File: src/rtl/mfm_sector_data.sv
// mfm_sector_data
//    Data-field stage of the MFM read chain. After the header decoder reports
//    a good ID header, this block waits for the next A1 A1 A1 sync and checks
//    the data address mark (0xFB normal, 0xF8 deleted). It then streams the
//    payload as addressed byte writes and runs CRC-16-CCITT over the mark,
//    the payload and the trailing CRC bytes. Completion is reported with a
//    CRC status.
//
// Ports
//    i_Clk          system clock, rising edge
//    i_Reset_n      synchronous active-low reset
//    i_Sync         one-cycle pulse: sync triple recognised
//    i_Data         byte from the bit FIFO, qualified by i_Valid
//    i_Valid        one-cycle strobe per decoded byte
//    i_HeaderValid  one-cycle strobe: ID header passed its CRC
//    i_Sector       sector number from the header
//    i_SectorSize   size code N from the header (128 << N bytes)
//    o_Addr         byte offset within the sector
//    o_Byte         payload byte
//    o_Write        one-cycle write strobe for o_Addr/o_Byte
//    o_Done         one-cycle pulse: field complete, CRC checked
//    o_CRCError     last completed field failed its CRC
//    o_Deleted      last completed field carried mark 0xF8
//    o_Sector       sector number of the last completed field
//    o_State        current state encoding (debug)
module mfm_sector_data #(
   parameter int MAX_SIZE_CODE = 2,
   parameter int GAP_MAX       = 64
) (
   input  logic                     i_Clk,
   input  logic                     i_Reset_n,
   input  logic                     i_Sync,
   input  logic [7:0]               i_Data,
   input  logic                     i_Valid,
   input  logic                     i_HeaderValid,
   input  logic [7:0]               i_Sector,
   input  logic [7:0]               i_SectorSize,
   output logic [7+MAX_SIZE_CODE-1:0] o_Addr,
   output logic [7:0]               o_Byte,
   output logic                     o_Write,
   output logic                     o_Done,
   output logic                     o_CRCError,
   output logic                     o_Deleted,
   output logic [7:0]               o_Sector,
   output logic [2:0]               o_State
);

   localparam int AW = 7 + MAX_SIZE_CODE;
   localparam int GW = $clog2(GAP_MAX) + 1;

   localparam logic [2:0] S_IDLE      = 3'd0;
   localparam logic [2:0] S_WAIT_SYNC = 3'd1;
   localparam logic [2:0] S_MARK      = 3'd2;
   localparam logic [2:0] S_DATA      = 3'd3;
   localparam logic [2:0] S_CRC       = 3'd4;

   // CCITT register value after A1 A1 A1 starting from 0xFFFF; the sync
   // bytes are consumed upstream, so the CRC starts from here.
   localparam logic [15:0] CRC_PRESET = 16'hCDB4;

   // CRC-16-CCITT, polynomial 0x1021, one byte MSB first.
   function automatic logic [15:0] f_CrcByte(input logic [15:0] crc,
                                             input logic [7:0]  d);
      logic [15:0] c;
      c = crc;
      for (int i = 7; i >= 0; i--) begin
         if (c[15] ^ d[i]) c = {c[14:0], 1'b0} ^ 16'h1021;
         else              c = {c[14:0], 1'b0};
      end
      return c;
   endfunction

   // Offset of the last payload byte for size code n.
   function automatic logic [AW-1:0] f_LastAddr(input logic [7:0] n);
      logic [31:0] last;
      last = (32'd128 << n) - 32'd1;
      return last[AW-1:0];
   endfunction

   logic [2:0]    r_State;
   logic [7:0]    r_N;
   logic [7:0]    r_SectorHdr;
   logic [GW-1:0] r_Gap;
   logic [AW-1:0] r_Cnt;
   logic [15:0]   r_Crc;
   logic          r_Del;
   logic          r_CrcSecond;
   logic [AW-1:0] r_Addr;
   logic [7:0]    r_Byte;
   logic          r_Write;
   logic          r_Done;
   logic          r_CrcErr;
   logic          r_Deleted;
   logic [7:0]    r_SectorOut;

   logic [15:0]   w_CrcNext;
   logic          w_SizeOk;
   logic          w_GoodMark;
   logic [AW-1:0] w_LastAddr;

   assign w_CrcNext  = f_CrcByte(r_Crc, i_Data);
   assign w_SizeOk   = (i_SectorSize <= 8'(MAX_SIZE_CODE));
   assign w_GoodMark = (i_Data == 8'hFB) || (i_Data == 8'hF8);
   assign w_LastAddr = f_LastAddr(r_N);

   always_ff @(posedge i_Clk) begin
      if (!i_Reset_n) begin
         r_State     <= S_IDLE;
         r_N         <= 8'd0;
         r_SectorHdr <= 8'd0;
         r_Gap       <= '0;
         r_Cnt       <= '0;
         r_Crc       <= 16'd0;
         r_Del       <= 1'b0;
         r_CrcSecond <= 1'b0;
         r_Addr      <= '0;
         r_Byte      <= 8'd0;
         r_Write     <= 1'b0;
         r_Done      <= 1'b0;
         r_CrcErr    <= 1'b0;
         r_Deleted   <= 1'b0;
         r_SectorOut <= 8'd0;
      end else begin
         r_Write <= 1'b0;
         r_Done  <= 1'b0;
         case (r_State)
            S_IDLE: begin
               if (i_HeaderValid && w_SizeOk) begin
                  r_SectorHdr <= i_Sector;
                  r_N         <= i_SectorSize;
                  r_Gap       <= '0;
                  r_State     <= S_WAIT_SYNC;
               end
            end
            S_WAIT_SYNC: begin
               // Sync takes priority; a byte arriving with it is dropped
               // and does not count towards the gap limit.
               if (i_Sync) begin
                  r_Crc   <= CRC_PRESET;
                  r_State <= S_MARK;
               end else if (i_HeaderValid) begin
                  // A newer header restarts the wait; an oversize one
                  // cannot be followed, so give up on the sector.
                  if (w_SizeOk) begin
                     r_SectorHdr <= i_Sector;
                     r_N         <= i_SectorSize;
                     r_Gap       <= '0;
                  end else begin
                     r_State <= S_IDLE;
                  end
               end else if (i_Valid) begin
                  if (r_Gap == GW'(GAP_MAX - 1)) r_State <= S_IDLE;
                  else                           r_Gap   <= r_Gap + 1'b1;
               end
            end
            S_MARK: begin
               if (i_Sync) begin
                  r_State <= S_IDLE;
               end else if (i_Valid) begin
                  if (w_GoodMark) begin
                     r_Crc   <= w_CrcNext;
                     r_Del   <= (i_Data == 8'hF8);
                     r_Cnt   <= '0;
                     r_State <= S_DATA;
                  end else begin
                     r_State <= S_IDLE;
                  end
               end
            end
            S_DATA: begin
               if (i_Sync) begin
                  r_State <= S_IDLE;
               end else if (i_Valid) begin
                  r_Crc   <= w_CrcNext;
                  r_Write <= 1'b1;
                  r_Addr  <= r_Cnt;
                  r_Byte  <= i_Data;
                  if (r_Cnt == w_LastAddr) begin
                     r_CrcSecond <= 1'b0;
                     r_State     <= S_CRC;
                  end else begin
                     r_Cnt <= r_Cnt + 1'b1;
                  end
               end
            end
            S_CRC: begin
               if (i_Sync) begin
                  r_State <= S_IDLE;
               end else if (i_Valid) begin
                  r_Crc <= w_CrcNext;
                  if (r_CrcSecond) begin
                     // Feeding the stored CRC through leaves a zero residue
                     // when the field is intact.
                     r_Done      <= 1'b1;
                     r_CrcErr    <= (w_CrcNext != 16'd0);
                     r_Deleted   <= r_Del;
                     r_SectorOut <= r_SectorHdr;
                     r_State     <= S_IDLE;
                  end else begin
                     r_CrcSecond <= 1'b1;
                  end
               end
            end
            default: r_State <= S_IDLE;
         endcase
      end
   end

   assign o_Addr     = r_Addr;
   assign o_Byte     = r_Byte;
   assign o_Write    = r_Write;
   assign o_Done     = r_Done;
   assign o_CRCError = r_CrcErr;
   assign o_Deleted  = r_Deleted;
   assign o_Sector   = r_SectorOut;
   assign o_State    = r_State;

endmodule
File: config.mk
export PLATFORM = sky130hd
export DESIGN_NAME = mfm_sector_data
export DESIGN_NICKNAME = d
export VERILOG_FILES = /design/src/rtl/mfm_sector_data.sv
export SDC_FILE = /design/constraint.sdc
export NUM_CORES = 1
export LEC_CHECK = 0
export BUFFER_PORTS_ARGS = -buffer_cell sky130_fd_sc_hd__buf_2
export CORE_MARGIN = 10
export CORE_UTILIZATION = 26
export DETAILED_ROUTE_END_ITERATION = 12
export PLACE_DENSITY_LB_ADDON = 0.08
export RECOVER_POWER = 100
export SYNTH_ARGS = -nofsm -noshare
export SYNTH_HDL_FRONTEND = slang
export SYNTH_SLANG_ARGS = --single-unit
File: constraint.sdc
create_clock -name i_Clk -period 2.1 [get_ports i_Clk]
set_input_delay 0.63 -clock i_Clk [delete_from_list [all_inputs] [get_ports i_Clk]]
set_output_delay 0.63 -clock i_Clk [all_outputs]
set_load 0.1 [all_outputs]
==> flow_summary.toml <==
[cts]
cts_buffers = 9
cts_num_sinks = 82
h-tree-depth = 3
path_clk_slew_ps = 60
cts_tree = "yes"
cts_hold_buf = 0
clock_latency_ps = 340
clockBufferDepth = 2
cts-root-buf = "clkbuf_16"

[placement]
portBuffers = 60
placed_cells = 692
hpwl_um = 7890
gp_congestion = 0.736
pre_cts_ws_ps = -155

[yosys]
muxShareOfSynthArea_pct = 4.78
ys_seq_area_share_pct = 43.6
post_synth_fa_ha_maj_area_fraction_pct = 0.664
yosysWarnings = 0
synth.cell_area_um2 = 3770
synthXorXnorAreaFrac_pct = 7.97
yosys-top-cells-area = "dfxtp_1 (44%), nand2_1 (5.2%), a21oi_1 (4.9%), mux2i_1 (4.8%), xnor2_1 (4.2%)"
synth_top_area_share_pct = 43.6
postSynthAreaPerCell_um2 = 8.80
synth_ff_type = "dfxtp_1"
synth_edf_count = 0
synth_nets = 459
synth_compound_area_share_pct = 15.7
yosys.area.top_type = "dfxtp_1"
synth_top_family_by_area = "simple AND/OR/NAND/NOR gates"
ys_types = 64
syn_inst = 428
synth-simple-area-share_pct = 24.1
ys_ff_latch = 82
async_flop_share_pct = 0

[cells_and_area]
antenna_cells = 0
drive_gt1_share_pct = 26.8
layout_commonest_cell = "dfxtp_1"
fin_nets = 556
layout_common_cells = "dfxtp_1 (80), nand2_1 (52), nor2_1 (41)"
finalNonFillerCells = 710
syn2layout_area_growth_pct = 31.5
n_fill_cell = 1472

[worst_setup_path]
critPathKind = "reg -> reg"
worstSetupEndpointType = "register"
path_common_cell = "o211a_4"
cp_top_family = "simple AND/OR/NAND/NOR gates"
path_buf_inv = 0
cp_slowest_cell = "or4_4"
r2r_cells = 5
arrival_ps = 2300
r2r-end = "r_Cnt[3]"
slowest_delay_ps = 570
cp-start-kind = "register"
path_cells = "or4_4 -> o211a_4 -> o211a_4 -> or4_1 -> a21boi_1"
rrSetupSlack_ps = 80
cp_max_fo = 5
rr_startpoint = "r_N[6]"
worst_ep_required_time_ps = 2380

[timing]
slew_headroom_pct = 63.4
period_share_pct = 96.2
slew_viol_final = 0
finClkSkew_ps = 7.50
rsz0062_at_grt = "false"
min_period_ps = 2020
max_freq_ghz = 0.495
fin_ws_ps = 79.3
worst_pin_slew_ps = 552
setup_viol = 0
final-hold-violation-count = 0

[min_path]
hold_path.class = "reg -> reg"
min_path_cells = 2
min-delay-start = "r_Gap[6]"
holdPathEnd = "r_Gap[6]"

[power_and_ir_drop]
p_leak_nw = 1.98
power_density_nw_per_um2 = 881
vdd_drop_max_mv = 0.362

[floorplanning]
die_h_um = 140
start_util_pct = 26.8
rows = 43
core_area_um2 = 14000
dieArea_um2 = 19700
boundaryPins = 61
die_x_um = 140

[routing]
drtIter0Drc = 123
drtAntennaViolNets = 0
drc = 0
vias = 3330
wl_per_cell_um = 15.1
vias_per_cell = 4.69
first_pass_iters = 4
wl_um = 10700

[grt]
grt_overflow_total = 0
antenna_found_initial = 0
grtUsageTotal_pct = 10.9
grt_pass1_wl_um = 17600
grt_pass1_vias = 3339
grt_max_degree = 62

[run_status]
status = "finished clean"

[job]
maxCapViolCount = 0
## worst max-delay path by stage
stage | from | end | slack, ps | cells past startpoint
floorplan | i_Sync | r_Cnt[7] | -5 | 5
global placement | i_Data[0] | r_Cnt[3] | -150 | 7
detailed placement | i_Data[0] | r_Cnt[3] | -160 | 7
CTS | r_N[7] | r_Cnt[3] | 20 | 5
global route | r_N[6] | r_Cnt[5] | 2 | 6
finish | r_N[6] | r_Cnt[3] | 80 | 5
## per-stage QoR
step | instance area (um^2) | power (W) | util [%] | hold slack (ps) | TNS (ps)
after floorplan | 3790 | 0.00244 | - | 425 | -21.5
final | 4950 | 0.00436 | 35.3 | 452 | 0
after global routing | 4950 | 0.00461 | 35.3 | 472 | 0
after CTS | 4930 | 0.00446 | 35.1 | 455 | 0
after detailed placement | 4630 | 0.00282 | 33.0 | 446 | -1640
after global placement | 4630 | 0.00282 | 33.0 | 434 | -1020
## registers in the layout, summed over array words and instances, names as in the netlist
signal,flops
o_Addr,9
o_Done,1
r_Gap,7
r_CrcSecond,1
o_CRCError,1
o_Byte,8
r_SectorHdr,8
o_Sector,8
r_Del,1
r_Crc,16
o_State,3
o_Deleted,1
r_N,8
o_Write,1
r_Cnt,9
## report_power, final
| part | switching [W] | leakage (nW) | total, W | internal, W |
|---|---|---|---|---|
| Combinational | 0.000625 | 1.18 | 0.00109 | 0.000461 |
| Clock | 0.000674 | 0.142 | 0.00160 | 0.000929 |
| Sequential | 0.0000479 | 0.663 | 0.00167 | 0.00162 |
## routing by layer
metal	GRT usage, %	vias up	share of wire, %
met4	3.59	0	1.3
li1	-	1730	-
met5	0	-	0
met1	14.0	1531	48
met2	17.0	59	45
met3	3.35	10	5.1
## logic make-up after synthesis
family	Yosys count
compound gates	86
mux	18
simple gates	180
buf+inv	29
fa+ha+maj	2
flops	82
xor+xnor	31
## synth_stat cells (4+ instances only)
master / instances
dfxtp_1: 82
nand2_1: 52
nor2_1: 40
a21oi_1: 37
nand3_1: 29
clkbuf_1: 19
mux2i_1: 18
xnor2_1: 18
xor2_1: 11
a311oi_1: 9
and3_1: 8
nand2b_1: 7
nand4_1: 6
nor3_1: 6
o21ai_0: 6
inv_1: 5
a211oi_1: 4
a31oi_1: 4
## worst reg2reg max path: stages, from the launching register on
cell and delay, ps:
dfxtp_1 310, or4_4 570, o211a_4 280, o211a_4 260
or4_1 410, a21boi_1 120
## layout make-up
| class | count | area (um^2) | share of cell area [%] |
|---|---|---|---|
| Sequential cell | 82 | 1640 | 33.2 |
| Clock inverter | 7 | 76.3 | 1.54 |
| Clock buffer | 9 | 225 | 4.55 |
| Inverter | 6 | 22.5 | 0.455 |
| Tap cell | 180 | 225 | 4.55 |
| Timing Repair Buffer | 108 | 711 | 14.4 |
| Multi-Input combinational cell | 318 | 2050 | 41.4 |
## timing repair
action                                 in CTS  in global routing
setup endpoints to repair                   1                  3
pin swaps                                   1                  5
setup buffers                               0                  1
cloned                                      0                  1
gates resized for setup                     0                  4
endpoints found under the hold margin       0                  0
(Power assumes the default switching activity.)
